`config.mk`:
```
export PLATFORM = sky130hd
export DESIGN_NAME = seven_segment_scroller
export DESIGN_NICKNAME = d
export VERILOG_FILES = /design/src/rtl/seven_segment_pkg.sv /design/src/rtl/tick_prescaler.sv /design/src/rtl/seven_segment_scroller.sv
export SDC_FILE = /design/constraint.sdc
export NUM_CORES = 1
export LEC_CHECK = 0
export ABC_AREA = 1
export CAP_MARGIN = 0
export CORE_ASPECT_RATIO = 2
export CORE_MARGIN = 2
export CORE_UTILIZATION = 55
export CTS_CLUSTER_DIAMETER = 100
export DETAILED_ROUTE_END_ITERATION = 6
export GPL_TIMING_DRIVEN = 0
export HOLD_SLACK_MARGIN = 0.12
export PLACE_DENSITY = 0.74
export SLEW_MARGIN = 20
export SYNTH_ARGS = -nofsm -noshare
export SYNTH_HDL_FRONTEND = slang
export SYNTH_SLANG_ARGS = --single-unit
export TNS_END_PERCENT = 100
```
`constraint.sdc`:
```
create_clock -name clk_i -period 5.6 [get_ports clk_i]
set_input_delay 1.68 -clock clk_i [delete_from_list [all_inputs] [get_ports clk_i]]
set_output_delay 1.68 -clock clk_i [all_outputs]
set_load 0.02 [all_outputs]
```
`src/rtl/seven_segment_pkg.sv`:
```
// Shared types and constants for the seven-segment message scroller.
package seven_segment_pkg;

    // Character code width expected by the single-digit decoder.
    localparam int DEFAULT_CODE_W = 3;

    // Decoder character codes.
    localparam logic [DEFAULT_CODE_W-1:0] CODE_F = 3'b000;
    localparam logic [DEFAULT_CODE_W-1:0] CODE_E = 3'b001;
    localparam logic [DEFAULT_CODE_W-1:0] CODE_R = 3'b011;

    // Scroller control states.
    typedef enum logic [1:0] {
        ST_IDLE      = 2'd0,
        ST_LOADING   = 2'd1,
        ST_LOADED    = 2'd2,
        ST_SCROLLING = 2'd3
    } scroll_state_t;

endpackage

```
`src/rtl/tick_prescaler.sv`:
```
// Free-running divider: one-cycle tick every TICK_DIV cycles, with a
// synchronous clear that restarts the count at zero.
module tick_prescaler #(
    parameter int TICK_DIV = 12_500_000
) (
    input  logic clk_i,
    input  logic rst_ni,
    input  logic clear_i,
    output logic tick_o
);

    localparam int               CNT_W   = (TICK_DIV > 1) ? $clog2(TICK_DIV) : 1;
    localparam logic [CNT_W-1:0] CNT_MAX = CNT_W'(TICK_DIV - 1);

    logic [CNT_W-1:0] cnt_q;

    // Count 0..TICK_DIV-1 and wrap; clear wins over counting.
    always_ff @(posedge clk_i or negedge rst_ni) begin
        if (!rst_ni) begin
            cnt_q <= '0;
        end else if (clear_i || (cnt_q == CNT_MAX)) begin
            cnt_q <= '0;
        end else begin
            cnt_q <= cnt_q + 1'b1;
        end
    end

    assign tick_o = (cnt_q == CNT_MAX);

endmodule

```
`src/rtl/seven_segment_scroller.sv`:
```
// Message buffer and right-to-left scroller driving a row of single-digit
// character decoders. All outputs are registered from next-state values so
// the display reflects a new position one cycle after the deciding edge.
module seven_segment_scroller
    import seven_segment_pkg::*;
#(
    parameter int CODE_W   = DEFAULT_CODE_W,
    parameter int DIGITS   = 6,
    parameter int DEPTH    = 16,
    parameter int TICK_DIV = 12_500_000
) (
    input  logic                     clk_i,
    input  logic                     rst_ni,
    input  logic                     wr_valid_i,
    output logic                     wr_ready_o,
    input  logic [CODE_W-1:0]        wr_code_i,
    input  logic                     wr_last_i,
    input  logic                     start_i,
    input  logic                     stop_i,
    input  logic                     loop_i,
    output logic [DIGITS*CODE_W-1:0] digits_o,
    output logic [DIGITS-1:0]        blank_o,
    output logic                     busy_o,
    output logic                     done_o
);

    localparam int POS_W = $clog2(DEPTH + DIGITS);
    localparam int CNT_W = $clog2(DEPTH + 1);
    localparam int IDX_W = (DEPTH > 1) ? $clog2(DEPTH) : 1;

    scroll_state_t state_q, state_d;
    logic [CNT_W-1:0] count_q, count_d;
    logic [CNT_W-1:0] len_q, len_d;
    logic [POS_W-1:0] pos_q, pos_d;
    logic [DEPTH-1:0][CODE_W-1:0] msg_q;

    logic              wr_hs;
    logic              wr_en;
    logic [IDX_W-1:0]  wr_idx;
    logic              tick;
    logic              presc_clr;
    logic              done_d;
    logic [POS_W:0]    pos_max;
    logic [POS_W:0]    rel;
    logic [DIGITS*CODE_W-1:0] win_digits;
    logic [DIGITS-1:0]        win_blank;

    // Prescaler only runs while scrolling; any (re)start holds it at zero.
    tick_prescaler #(
        .TICK_DIV (TICK_DIV)
    ) u_presc (
        .clk_i   (clk_i),
        .rst_ni  (rst_ni),
        .clear_i (presc_clr),
        .tick_o  (tick)
    );

    assign wr_hs   = wr_valid_i & wr_ready_o;
    // Last character reaches the leftmost digit at len + DIGITS - 2.
    assign pos_max = (POS_W+1)'(len_q) + (POS_W+1)'(DIGITS - 2);

    // Control: loading, start/stop/restart priority and position stepping.
    always_comb begin
        state_d   = state_q;
        count_d   = count_q;
        len_d     = len_q;
        pos_d     = pos_q;
        wr_en     = 1'b0;
        wr_idx    = '0;
        done_d    = 1'b0;
        presc_clr = 1'b1;
        case (state_q)
            ST_IDLE, ST_LOADED: begin
                if (wr_hs) begin
                    // First beat of a new message replaces any old one.
                    wr_en   = 1'b1;
                    count_d = CNT_W'(1);
                    if (wr_last_i || (DEPTH == 1)) begin
                        len_d   = CNT_W'(1);
                        state_d = ST_LOADED;
                    end else begin
                        state_d = ST_LOADING;
                    end
                end else if (start_i && (state_q == ST_LOADED)) begin
                    pos_d   = '0;
                    state_d = ST_SCROLLING;
                end
            end
            ST_LOADING: begin
                if (wr_hs) begin
                    wr_en   = 1'b1;
                    wr_idx  = IDX_W'(count_q);
                    count_d = count_q + 1'b1;
                    // A full buffer closes the message even without last.
                    if (wr_last_i || (count_q == CNT_W'(DEPTH - 1))) begin
                        len_d   = count_q + 1'b1;
                        state_d = ST_LOADED;
                    end
                end
            end
            ST_SCROLLING: begin
                presc_clr = 1'b0;
                if (stop_i) begin
                    presc_clr = 1'b1;
                    state_d   = ST_LOADED;
                end else if (start_i) begin
                    presc_clr = 1'b1;
                    pos_d     = '0;
                end else if (tick) begin
                    if ((POS_W+1)'(pos_q) < pos_max) begin
                        pos_d = pos_q + 1'b1;
                    end else if (loop_i) begin
                        pos_d = '0;
                    end else begin
                        done_d  = 1'b1;
                        state_d = ST_LOADED;
                    end
                end
            end
            default: state_d = ST_IDLE;
        endcase
    end

    // Window: digit k shows character pos-k when it lies inside the message.
    always_comb begin
        win_digits = '0;
        win_blank  = '1;
        rel        = '0;
        for (int k = 0; k < DIGITS; k++) begin
            rel = (POS_W+1)'(pos_d) - (POS_W+1)'(k);
            if (((POS_W+1)'(pos_d) >= (POS_W+1)'(k)) && (rel < (POS_W+1)'(len_q))) begin
                win_digits[k*CODE_W +: CODE_W] = msg_q[rel[IDX_W-1:0]];
                win_blank[k]                   = 1'b0;
            end
        end
    end

    // Message storage; contents are don't-care until a message is loaded.
    always_ff @(posedge clk_i) begin
        if (wr_en) begin
            msg_q[wr_idx] <= wr_code_i;
        end
    end

    // State, counters and registered outputs.
    always_ff @(posedge clk_i or negedge rst_ni) begin
        if (!rst_ni) begin
            state_q    <= ST_IDLE;
            count_q    <= '0;
            len_q      <= '0;
            pos_q      <= '0;
            wr_ready_o <= 1'b1;
            digits_o   <= '0;
            blank_o    <= '1;
            busy_o     <= 1'b0;
            done_o     <= 1'b0;
        end else begin
            state_q    <= state_d;
            count_q    <= count_d;
            len_q      <= len_d;
            pos_q      <= pos_d;
            wr_ready_o <= (state_d != ST_SCROLLING);
            busy_o     <= (state_d == ST_SCROLLING);
            done_o     <= done_d;
            if (state_d == ST_SCROLLING) begin
                digits_o <= win_digits;
                blank_o  <= win_blank;
            end else begin
                blank_o  <= '1;
            end
        end
    end

endmodule

```
==> summary.md, run 1 <==
| Metric | Value |
|---|---|
| Run status | finished with violations |
| Violated checks | design-rule violations |
| Routed vias/inst | 5.89 |
| Remaining max-slew budget at the tightest pin | 0.475 |
| Number of warnings issued by yosys | 0 |
| Power per Cell Area | 635 mW/mm^2 |
| Async set-or-reset flop fraction in the synthesized netlist | 0.586 |
| DRC violation count after routing | 18 |
| Worst stage delay on the critical path | 0.48 ns |
| Number of synthesized flops with an enable pin | 48 |
| Transition time at the pin with the least slew margin | 0.787 ns |
| Final global-route overflow total | 0 |
| Primary FF master, synth | dfrtp_1 |
| Global-route wire length before repair | 43400 um |
| Maximum number of pins on one net before global-route repair | between 40 and 50 |
| Clock root buffer | clkbuf_16 |
| Startpoint class of the critical path | input port |
| Antenna cell count | 0 |
| Crit. End Element | flop |
| Unrepaired setup endpoints after global routing | no |
| Share of cells above drive strength 1 | 0.0851 |
| Vias | 7993 |
| Leading area contributor after synthesis | dfrtp_1 |
| Number of antenna violations at the first check in global routing | 0 |
| Post-synthesis instance area | 0.00797 mm^2 |
| Maximum Capacitance Violations | 0 |
| Crit path max-delay cell type | ha_2 |
| Half-perimeter wire length of the detailed placement result | 22400 um |
| Register bit count reported by yosys | ~120 |
| Cell chain of the critical path | clkdlybuf4s50_1 -> nand2_1 -> inv_2 -> nor4_4 -> inv_1 -> nand3_1 -> nand2_2 -> clkinvlp_4 -> clkbuf_4 -> ha_2 -> clkinv_2 -> clkbuf_2 -> ha_1 -> nand2_1 -> nand2_1 -> nand2_1 -> nand2_1 -> a21oi_4 -> nand3_1 -> nand2_1 |
| Shortest period the worst path allows | between 5 and 6 ns |
| Worst hold stages | 1 |
| Die Span Y | 174 um |
| Initial Utilization | 0.558 |
| Period utilisation layout | 0.957 |
| Final Wtd Congestion | just over 1 |
| Final standard cell area without fillers | between 0.009 and 0.01 mm^2 |
| Clock tree from TritonCTS | built |
| Arrival time of the worst setup path | about 5.7 ns |
| Leakage power total | 4.29 nW |
| Dpl cell area | 0.00859 mm^2 |
| Filler cells | 1310 |
| Final antenna-violating net count | 0 |
| Average wire length per cell after detail routing | about 21 um |
| Most area-consuming cells after synthesis | dfrtp_1 (19%), edfxtp_1 (18%), nand3_1 (16%) |
| Gate Count Post-Synth | 1095 |
| Area fraction of the dominant cell type after synthesis | 0.192 |
| H-tree depth | 4 |
| Total length of routed wires | 28700 um |
| Overall die width | a little under 90 um |
| Total CTS buffers | 17 |
| GR peak layer | met2 |
| Total routing resource utilization after global routing | 0.384 |
| Final hold viol count | 0 |
| Hold crit path type | reg -> reg |
| Mean Syn Cell Area | 7.28 um^2 |
| Via count of the first global-routing pass | 8031 |
| Endpoint required time on the critical path | about 6.0 ns |
| DIE AREA | roughly 0.016 mm^2 |
| Layout Skew | 0.00983 ns |
| Final setup vio count | 0 |
| Library cells used by synthesis | 39 |
| Total negative setup slack | 0 ns |
| Port Buffer Count | 36 |
| Boundary pin count | 37 |
| Clock-pin slew on the worst setup and hold paths | 0.06 ns |
| Number of rows in the core area | 62 |
| Grt met3 use | 0.0750 |
| Iter 0 DRT Violations | 737 |
| Global routing usage on met1 | 0.362 |
| Count leader, synth | nand2_1 |
| R2R cell count | 25 |
| Critical-path maximum fanout | 16 |
| Top cells by instance count after synthesis | nand2_1 (299), nand3_1 (252), inv_1 (119) |
| Utilization of the core after routing | 0.643 |
| Area of the core | 0.0143 mm^2 |
| Kind of critical path | in -> reg |
| Most used cell, CP | nand2_1 |
| Worst ir drop on vdd | 0.000299 V |
| Met2 GRT Util | 0.677 |
| Latest clock arrival within the worst-skew pair | 0.43 ns |
| Total number of clock tree sinks | 116 |
| Post-placement worst setup slack | -0.853 ns |
| Initial DRT Pass Iterations | 7 |
| Net total in the final layout | 1205 |
| Timing-limited maximum frequency | 0.187 GHz |
| CTS max path bufs | 2 |
| Synthesis-to-layout area growth | 15.1% |
| Final worst setup slack | approximately 0.24 ns |
| Sequential-to-total area share from yosys stat | 0.396 |
| Syn Nets | ~1100 |
| Max-slew violation count | 0 |
==> what timing repair did <==
item / in CTS / in global routing
gates resized for setup: 4 / 4
setup endpoints to repair: 8 / 10
hold endpoints to repair: 0 / 0
hold buffers: 0 / 0
buffers inserted: 0 / 1
pin swaps: 0 / 1
==> cells in the final DEF (no fill, tap or decap), types with 4 or more instances in the layout <==
cell | Yosys | layout
clkbuf_16 | 0 | 17
dfrtp_1 | 61 | 61
inv_6 | 0 | 4
nand4_1 | 9 | 9
o21ai_0 | 25 | 25
buf_4 | 3 | 5
nor3_1 | 14 | 14
clkdlybuf4s50_1 | 0 | 35
clkbuf_1 | 10 | 8
dfstp_2 | 7 | 7
inv_2 | 5 | 5
inv_1 | 119 | 119
clkinv_2 | 0 | 4
nor2_1 | 78 | 77
buf_6 | 5 | 5
nand3_1 | 252 | 252
buf_2 | 15 | 14
nand2_1 | 299 | 299
edfxtp_1 | 48 | 48
ha_1 | 44 | 43
a21oi_1 | 31 | 31
a21oi_2 | 5 | 4
nand3b_1 | 18 | 18
nand2_2 | 5 | 5
xor2_1 | 6 | 6
nor2_2 | 5 | 6
==> routing by layer <==
layer,routed length (um),vias up,share of wire
li1,-,3752,-
met1,9030,3697,0.31
met2,15200,393,0.53
met3,1560,151,0.054
met4,2930,0,0.10
met5,0,-,0
==> layout make-up <==
type | instances | area [um^2] | share of cell area
Clock buffer | 17 | 425 | 0.0464
Clock inverter | 15 | 121 | 0.0132
Multi-Input combinational cell | 817 | 4160 | 0.454
Inverter | 126 | 478 | 0.0521
Buffer | 35 | 203 | 0.0221
Tap cell | 192 | 240 | 0.0262
Sequential cell | 116 | 3150 | 0.344
Timing Repair Buffer | 38 | 393 | 0.0428
==> flip-flops by register name, summed over array words and instances (netlist names) <==
name	count
blank_o	6
busy_o	1
count_q	5
digits_o	18
done_o	1
len_q	5
msg_q	48
pos_q	5
state_q	2
u_presc.cnt_q	24
wr_ready_o	1
==> power breakdown <==
group | internal [mW] | leakage (nW) | switching [mW] | total, mW
sequential | 0.998 | 1.32 | 0.0847 | 1.08
combinational | 1.18 | 2.70 | 2.53 | 3.71
clock | 0.576 | 0.272 | 0.453 | 1.03
total | 2.76 | 4.29 | 3.06 | 5.82
==> logic make-up after synthesis <==
group | after synthesis | share of synthesized area
and+or+nand+nor | 692 | 0.390
adders and majority gates | 44 | 0.0691
buffers and inverters | 162 | 0.0848
xor gates and xnor gates | 9 | 0.00990
AOI/OAI and AO/OA | 72 | 0.0506
DFF | 116 | 0.396
==> path summary, 6_finish.rpt <==
check / startpoint / endpoint / slack [ns]
max in group asynchronous: rst_ni / blank_o[0]$_DFF_PN1_ / 3.88
setup reg to reg: len_q[2]$_DFFE_PN0P_ / digits_o[3]$_DFFE_PN0P_ / 0.89
hold / removal: u_presc.cnt_q[0]$_DFF_PN0_ / u_presc.cnt_q[0]$_DFF_PN0_ / 0.45
setup / recovery: wr_valid_i / digits_o[3]$_DFFE_PN0P_ / 0.24
min in group asynchronous: rst_ni / digits_o[13]$_DFFE_PN0P_ / 1.15
hold reg to reg: u_presc.cnt_q[0]$_DFF_PN0_ / u_presc.cnt_q[0]$_DFF_PN0_ / 0.45
==> per-stage QoR <==
stage,hold WS (ns),power (mW),std cells
final,0.446,5.82,1356
after detailed placement,0.444,4.67,1324
after CTS,0.451,5.73,1356
after global placement,0.440,4.63,1323
after global routing,0.468,6.26,1356
after floorplan,0.425,3.61,1095
==> critical path, delay by kind of cell <==
family                   cells  cell delay [ns]
buffers and inverters        7             1.78
AO/OA/AOI/OAI                1             0.27
AND/OR/NAND/NOR             10             1.15
adder cells (fa/ha/maj)      2             0.79
(Power assumes the default switching activity.)
==> run 2, diff against run 1 <==
ABC_AREA = 0   (was 1)
==> run 2 against run 1 <==
  * The run now ends clean
  * Hold slack gained 0.050 ns
  * Critical path type unchanged
  * Clock-buffer cell count is the same
  * Via count shrank 22%
  * Sequential power shrank 7%
  * Largest cell class unchanged
  * Final cell count shrank 29%
==> summary.md, run 2 <==
| Metric | Value |
|---|---|
| Instance count after placement with tap cells included | 924 |
| Final Wtd Congestion | 1.02 |
| Final hold viol count | 0 |
| Crit. End Element | flop |
| Layout Skew | 0.00854 ns |
| Maximum number of pins on one net before global-route repair | 41 |
| Worst ir drop on vdd | 0.000285 V |
| Unrepaired setup endpoints after global routing | yes |
| H-tree depth | 4 |
| Clock-pin slew on the worst setup and hold paths | 0.06 ns |
| Sequential-to-total area share from yosys stat | 0.405 |
| Reg with most FFs | msg_q |
| Synthesis-to-layout area growth | 18.1% |
| Transition time at the pin with the least slew margin | 0.870 ns |
| Leakage power total | 3.71 nW |
| Final global-route overflow total | 0 |
| Overall die width | 88.1 um |
| Grt met3 use | 0.0468 |
| Max FFs per register | 48 |
| Total negative setup slack | 0 ns |
| Net total in the final layout | approximately 810 |
| Mean Syn Cell Area | approximately 11 um^2 |
| Cell chain of the critical path | clkdlybuf4s50_1 -> and2_1 -> buf_2 -> o31a_1 -> nand2_1 -> o31ai_4 -> nor2_4 -> inv_2 -> buf_6 -> ha_1 -> a21oi_4 -> xnor2_2 -> inv_1 -> ha_1 -> a21o_1 -> a2111oi_0 -> o211a_1 -> buf_4 -> a32oi_1 -> o21ai_1 |
| Startpoint class of the critical path | input port |
| Buffer and inverter count on the worst path | 6 |
| Number of non-filler instances in the completed layout | 961 |
| Initial Utilization | 0.561 |
| Final standard cell area without fillers | 0.00920 mm^2 |
| Antenna cell count | 0 |
| Final setup vio count | 0 |
| Final antenna-violating net count | 0 |
| Iter 0 DRT Violations | about 540 |
| Number of rows in the core area | 61 |
| Timing-limited maximum frequency | 0.182 GHz |
| Half-perimeter wire length of the detailed placement result | roughly 18000 um |
| Arrival time of the worst setup path | between 5 and 6 ns |
| CTS max path bufs | 2 |
| Kind of critical path | in -> reg |
| Dpl cell area | between 0.008 and 0.009 mm^2 |
| Met2 GRT Util | 0.609 |
| Port Buffer Count | 36 |
| Utilization of the core after routing | 0.662 |
| Post-synthesis instance area | between 0.007 and 0.008 mm^2 |
| Primary FF master, synth | dfrtp_1 |
| Endpoint required time on the critical path | 5.95 ns |
| Remaining max-slew budget at the tightest pin | 0.417 |
| Number of antenna violations at the first check in global routing | 0 |
| Vias | between 6000 and 7000 |
| DRC violation count after routing | 0 |
| Power per Cell Area | 283 mW/mm^2 |
| Die Span Y | approximately 170 um |
| Crit path max-delay cell type | a2111oi_0 |
| Max-slew violation count | 0 |
| Initial DRT Pass Iterations | 5 |
| Async set-or-reset flop fraction in the synthesized netlist | 0.586 |
| Global routing usage on met1 | 0.309 |
| Critical-path maximum fanout | 14 |
| Total length of routed wires | 23400 um |
| Run status | finished, final reports clean |
| Most used cells in the layout excluding fill and tap cells | dfrtp_1 (61), nor2_1 (50), edfxtp_1 (48) |
| GR peak layer | met2 |
| Hold crit path type | reg -> reg |
| Count leader, synth | dfrtp_1 |
| Number of synthesized flops with an enable pin | 48 |
| Worst stage delay on the critical path | about 0.47 ns |
| Period utilisation layout | 0.982 |
| Shortest period the worst path allows | 5.50 ns |
| Leading area contributor after synthesis | dfrtp_1 |
| Area fraction of the dominant cell type after synthesis | 0.196 |
| Syn Nets | 752 |
| Cell family with the largest share of critical-path delay | compound AO/OA/AOI/OAI gates |
| Most common library cell in the layout ignoring fill and taps | dfrtp_1 |
| Filler cells | 1070 |
| Area of the core | 0.0139 mm^2 |
| Gate Count Post-Synth | 698 |
| Total number of clock tree sinks | 116 |
| Clock tree from TritonCTS | built |
| Global-route wire length before repair | 35300 um |
| DIE AREA | ~0.015 mm^2 |
| Top cells by instance count after synthesis | dfrtp_1 (61), nor2_1 (50), edfxtp_1 (48) |
| Latest clock arrival within the worst-skew pair | 0.43 ns |
| Total routing resource utilization after global routing | 0.322 |
| Average wire length per cell after detail routing | roughly 24 um |
| Maximum Capacitance Violations | 0 |
| Most used cell, CP | ha_1 |
| Number of warnings issued by yosys | 0 |
| Routed vias/inst | 6.46 |
| Share of cells above drive strength 1 | 0.190 |
| Clock root buffer | clkbuf_16 |
| Boundary pin count | 37 |
| Register bit count reported by yosys | 116 |
| Library cells used by synthesis | 83 |
| Most area-consuming cells after synthesis | dfrtp_1 (20%), edfxtp_1 (19%), mux4_2 (8.1%) |
| Largest registers in the final layout | msg_q x48, u_presc.cnt_q x24, digits_o x18 |
| Total CTS buffers | 17 |
| Via count of the first global-routing pass | 6300 |
[run 2: changes by cell type in the layout (fill, tap and decap cells not counted), moves of 12 or more]
cell,change
and3_1,+15
inv_1,-94
nor2_1,-27
a21o_1,+12
nand3b_1,-15
nand3_1,-210
mux4_2,+28
mux2i_1,+24
nand2_1,-256
[run 2: what timing repair did]
action	4_1_cts	5_1_grt
setup endpoints to repair	16	15
pin swaps	1	7
buffers inserted	0	6
resized for setup	23	17
hold buffers	0	0
[run 2: final timing paths]
path | start | endpoint | slack (ns) | cells after the start
hold / removal | u_presc.cnt_q[0]$_DFF_PN0_ | u_presc.cnt_q[0]$_DFF_PN0_ | 0.50 | 1
setup reg to reg | len_q[2]$_DFFE_PN0P_ | digits_o[10]$_DFFE_PN0P_ | 0.59 | 21
hold reg to reg | u_presc.cnt_q[0]$_DFF_PN0_ | u_presc.cnt_q[0]$_DFF_PN0_ | 0.50 | 1
setup / recovery | wr_valid_i | digits_o[10]$_DFFE_PN0P_ | 0.1 | 20
max in group asynchronous | rst_ni | blank_o[5]$_DFF_PN1_ | 3.80 | 2
min in group asynchronous | rst_ni | done_o$_DFF_PN0_ | 1.18 | 1
[run 2: routing by layer]
layer | part of all wire | routed length, um
met4 | 0.078 | 1820
met2 | 0.56 | 13200
met5 | 0 | 0
met1 | 0.32 | 7550
met3 | 0.036 | 840
[run 2: worst register-to-register path: stages (launching register included)]
cell and delay, ns:
dfrtp_1 0.43, ha_1 0.24, xnor2_1 0.19, ha_1 0.30, a21oi_1 0.26, a21o_1 0.19
o21ai_0 0.18, o31ai_4 0.45, nor2_4 0.11, inv_2 0.13, buf_6 0.24, ha_1 0.26
a21oi_4 0.09, xnor2_2 0.23, inv_1 0.08, ha_1 0.30, a21o_1 0.17, a2111oi_0 0.48
o211a_1 0.24, buf_4 0.14, a32oi_1 0.10, o21ai_1 0.13
[run 2: area by class of cell]
type	instances	area (um^2)	area share
plain buffers	28	221	0.0241
clock buffers	17	425	0.0463
clock inverters	15	150	0.0163
inverters	29	126	0.0137
multi-input cells	524	4460	0.485
flip-flops and latches	116	3150	0.343
well taps	189	236	0.0257
repair buffers	43	423	0.0460
[run 2: where the power goes]
group / leakage [nW] / total [mW] / internal, mW / switching (mW)
clock network: 0.281 / 1.07 / 0.621 / 0.445
registers: 1.34 / 0.999 / 0.953 / 0.0459
logic: 2.09 / 0.541 / 0.196 / 0.345
[run 2: kinds of logic after synthesis]
logic type	Yosys count	synth area share
and+or+nand+nor	220	0.154
DFF	116	0.405
xor gates and xnor gates	30	0.0357
muxes	66	0.142
AOI/OAI and AO/OA	164	0.152
buffers and inverters	58	0.0408
adders and majority gates	44	0.0707
[run 2: per-stage QoR]
stage	power, mW	hold WS (ns)	setup WS [ns]
3_5_place_dp	1.52	0.489	-1.45
5_1_grt	2.70	0.525	-0.147
6_report	2.61	0.495	0.0991
2_1_floorplan	1.33	0.455	0.0697
3_3_place_gp	1.50	0.481	-1.36
4_1_cts	2.59	0.499	0.0433
==> run 3, diff against run 2 <==
ABC_CLOCK_PERIOD_IN_PS = 5600   (was unset)
PLACE_DENSITY = 0.73   (was 0.74)
SYNTH_HIERARCHICAL = 1   (was unset)
==> run 3 against run 2 <==
  * Via count grew 22%
  * Hold slack got worse by 0.014 ns
  * Non-clock buffer count up 22
  * Clock power barely moved
  * Critical path depth decreased by 4
  * Area after synthesis rose by 9.9%
  * First-iteration DRC count increased by 42%
==> summary.md, run 3 <==
| Metric | Value |
|---|---|
| Run status | finished, final reports clean |
| Kind of critical path | in -> reg |
| Mean Syn Cell Area | 9.90 um^2 |
| Final global-route overflow total | 0 |
| Async set-or-reset flop fraction in the synthesized netlist | 0.586 |
| Leading area contributor after synthesis | dfrtp_1 |
| Half-perimeter wire length of the detailed placement result | 19800 um |
| Dpl cell area | 0.00920 mm^2 |
| Utilization of the core after routing | 0.659 |
| Total length of routed wires | ~26000 um |
| Total CTS buffers | 17 |
| Portion of total power attributed to the clock network | 0.247 |
| Instance count after placement with tap cells included | 1099 |
| Area of the core | 0.0153 mm^2 |
| Number of antenna violations at the first check in global routing | 0 |
| Arrival time of the worst setup path | approximately 6 ns |
| Final antenna-violating net count | 0 |
| Worst setup path startpoint | start_i |
| Die Span Y | 180 um |
| End of the worst register-to-register path | digits_o[3]$_DFFE_PN0P_ |
| Post-cts hold buffer count | 0 |
| Max FFs per register | 48 |
| Primary FF master, synth | dfrtp_1 |
| Overall die width | between 90 and 100 um |
| Endpoint required time on the critical path | between 5 and 6 ns |
| Share of cells above drive strength 1 | 0.178 |
| Via count of the first global-routing pass | 7416 |
| Top cells by instance count after synthesis | nand2_1 (90), dfrtp_1 (61), nor2_1 (58) |
| Flop pwr share | 0.239 |
| Largest registers in the final layout | msg_q x48, u_presc/cnt_q x24, digits_o x18 |
| H-tree depth | 4 |
| Total number of clock tree sinks | between 100 and 150 |
| Global-route wire length before repair | 40600 um |
| DRC violation count after routing | 0 |
| Sequential-to-total area share from yosys stat | 0.368 |
| Port Buffer Count | 36 |
| DIE AREA | 0.0166 mm^2 |
| Max-slew violation count | 0 |
| Period utilisation layout | 0.985 |
| Leakage power total | 3.88 nW |
| Total routing resource utilization after global routing | 0.321 |
| Number of rows in the core area | 64 |
| Initial DRT Pass Iterations | 5 |
| Power share of the combinational group | 0.514 |
| Layout Skew | roughly 0.0062 ns |
| Routed vias/inst | 6.63 |
| Clock tree from TritonCTS | built |
| Most common library cell in the layout ignoring fill and taps | nand2_1 |
| Vias | between 7000 and 8000 |
| Final standard cell area without fillers | between 0.01 and 0.015 mm^2 |
| Timing-limited maximum frequency | between 0.15 and 0.2 GHz |
| Transition time at the pin with the least slew margin | approximately 1 ns |
| Maximum Capacitance Violations | 0 |
| R2R cell count | 18 |
| Register bit count reported by yosys | ~120 |
| Clock root buffer | clkbuf_16 |
| Shortest period the worst path allows | 5.52 ns |
| Number of synthesized flops with an enable pin | between 40 and 50 |
| Maximum number of pins on one net before global-route repair | 46 |
| Worst setup endpoint | digits_o[3]$_DFFE_PN0P_ |
| Count leader, synth | nand2_1 |
| Net Switching | ~1.7 mW |
| Average wire length per cell after detail routing | ~23 um |
| Antenna cell count | 0 |
| Synthesis-to-layout area growth | 17.7% |
| CTS max path bufs | 2 |
| Crit. End Element | flop |
| Flop-to-flop setup slack | ~0.30 ns |
| Reg with most FFs | msg_q |
| Post-synthesis instance area | 0.00856 mm^2 |
| Switching Share | 0.407 |
| Final Wtd Congestion | 0.956 |
| Most area-consuming cells after synthesis | dfrtp_1 (18%), edfxtp_1 (17%), ha_1 (6.3%) |
| Hold crit path type | reg -> reg |
| Remaining max-slew budget at the tightest pin | 0.328 |
| Number of warnings issued by yosys | 6 |
| Gate Count Post-Synth | between 800 and 900 |
| Startpoint class of the critical path | input port |
| Net total in the final layout | 985 |
| Critical-path maximum fanout | 19 |
| Final setup vio count | 0 |
| Worst ir drop on vdd | 0.000254 V |
| Power per Cell Area | 421 mW/mm^2 |
| Initial Utilization | 0.559 |
| Worst reg2reg path startpoint | len_q[2]$_DFFE_PN0P_ |
| Most used cells in the layout excluding fill and tap cells | nand2_1 (90), dfrtp_1 (61), nor2_1 (58) |
| Number of non-filler instances in the completed layout | around 1100 |
| Library cells used by synthesis | 86 |
| Boundary pin count | 37 |
| Iter 0 DRT Violations | 760 |
| Syn Nets | 917 |
| Latest clock arrival within the worst-skew pair | 0.42 ns |
| Final hold viol count | 0 |
| Internal Dissipation | ~2.5 mW |
| Area fraction of the dominant cell type after synthesis | 0.178 |
| Clock-pin slew on the worst setup and hold paths | 0.06 ns |
-- run 3: how the worst min path moves through the flow --
| stage | endpoint | from | cells after the start | slack [ns] |
|---|---|---|---|---|
| after floorplan | u_presc/cnt_q[21]$_DFF_PN0_ | u_presc/cnt_q[21]$_DFF_PN0_ | 1 | 0.44 |
| after global placement | digits_o[2]$_DFFE_PN0P_ | digits_o[2]$_DFFE_PN0P_ | 2 | 0.46 |
| after detailed placement | u_presc/cnt_q[21]$_DFF_PN0_ | u_presc/cnt_q[21]$_DFF_PN0_ | 1 | 0.47 |
| after CTS | digits_o[0]$_DFFE_PN0P_ | digits_o[0]$_DFFE_PN0P_ | 2 | 0.48 |
| after global routing | digits_o[0]$_DFFE_PN0P_ | digits_o[0]$_DFFE_PN0P_ | 2 | 0.50 |
| final | digits_o[2]$_DFFE_PN0P_ | digits_o[2]$_DFFE_PN0P_ | 2 | 0.48 |
-- run 3: layout make-up --
cell class	count	area, um^2
Inverter	29	121
Tap cell	198	248
Clock buffer	20	447
Timing Repair Buffer	52	494
Buffer	41	300
Sequential cell	116	3150
Clock inverter	12	119
Multi-Input combinational cell	675	5190
Fill cell	1221	5220
-- run 3: cell families (layout without fill, tap and decap cells) --
kind of cell    after synthesis  in the layout  synth area share
xor+xnor                     26             26            0.0332
fa+ha+maj                    43             43            0.0629
simple gates                295            295             0.173
mux                          87             87             0.136
buf+inv                      73            154            0.0412
flops                       116            116             0.368
compound gates              224            224             0.186
-- run 3: critical path: stages --
cell and delay, ns:
dlygate4sd2_1 0.29, clkbuf_8 0.18, nand3b_1 0.18, a211oi_2 0.29, o32a_4 0.28, o21ai_4 0.09, buf_6 0.19, buf_4 0.21
ha_1 0.36, clkbuf_2 0.24, inv_1 0.27, nand3_1 0.19, clkbuf_1 0.30, o221a_2 0.36, mux4_2 0.48, a22o_1 0.21
-- run 3: power groups by stage --
| stage | Combinational (mW) | Sequential, mW | Clock (mW) |
|---|---|---|---|
| after detailed placement | 2.02 | 1.02 | 0 |
| after global routing | 2.32 | 1.02 | 1.09 |
| final | 2.18 | 1.01 | 1.05 |
| after floorplan | 1.44 | 1.04 | 0 |
| after global placement | 1.98 | 1.02 | 0 |
| after CTS | 2.08 | 1.01 | 1.06 |
-- run 3: through the flow --
stage | hold WS, ns | setup TNS (ns) | power (mW) | setup slack, ns
2_1_floorplan | 0.439 | 0 | 2.48 | 0.000151
3_3_place_gp | 0.460 | -23.87 | 3.00 | -1.83
3_5_place_dp | 0.468 | -24.15 | 3.04 | -1.88
4_1_cts | 0.484 | 0 | 4.15 | 0.0101
5_1_grt | 0.495 | -0.206 | 4.43 | -0.107
6_report | 0.481 | 0 | 4.24 | 0.0817
-- run 3: per-layer routing --
| layer | track usage | routed length (um) | vias up |
|---|---|---|---|
| met5 | 0 | 0 | - |
| met3 | 0.0452 | 1360 | 123 |
| li1 | - | - | 3431 |
| met4 | 0.250 | 2260 | 0 |
| met1 | 0.321 | 8530 | 3646 |
| met2 | 0.580 | 14000 | 378 |
-- run 3: what timing repair did --
action | in CTS | in global routing
setup buffers | 6 | 9
resized for setup | 38 | 26
endpoints found under the setup margin | 20 | 14
pin swaps | 6 | 6
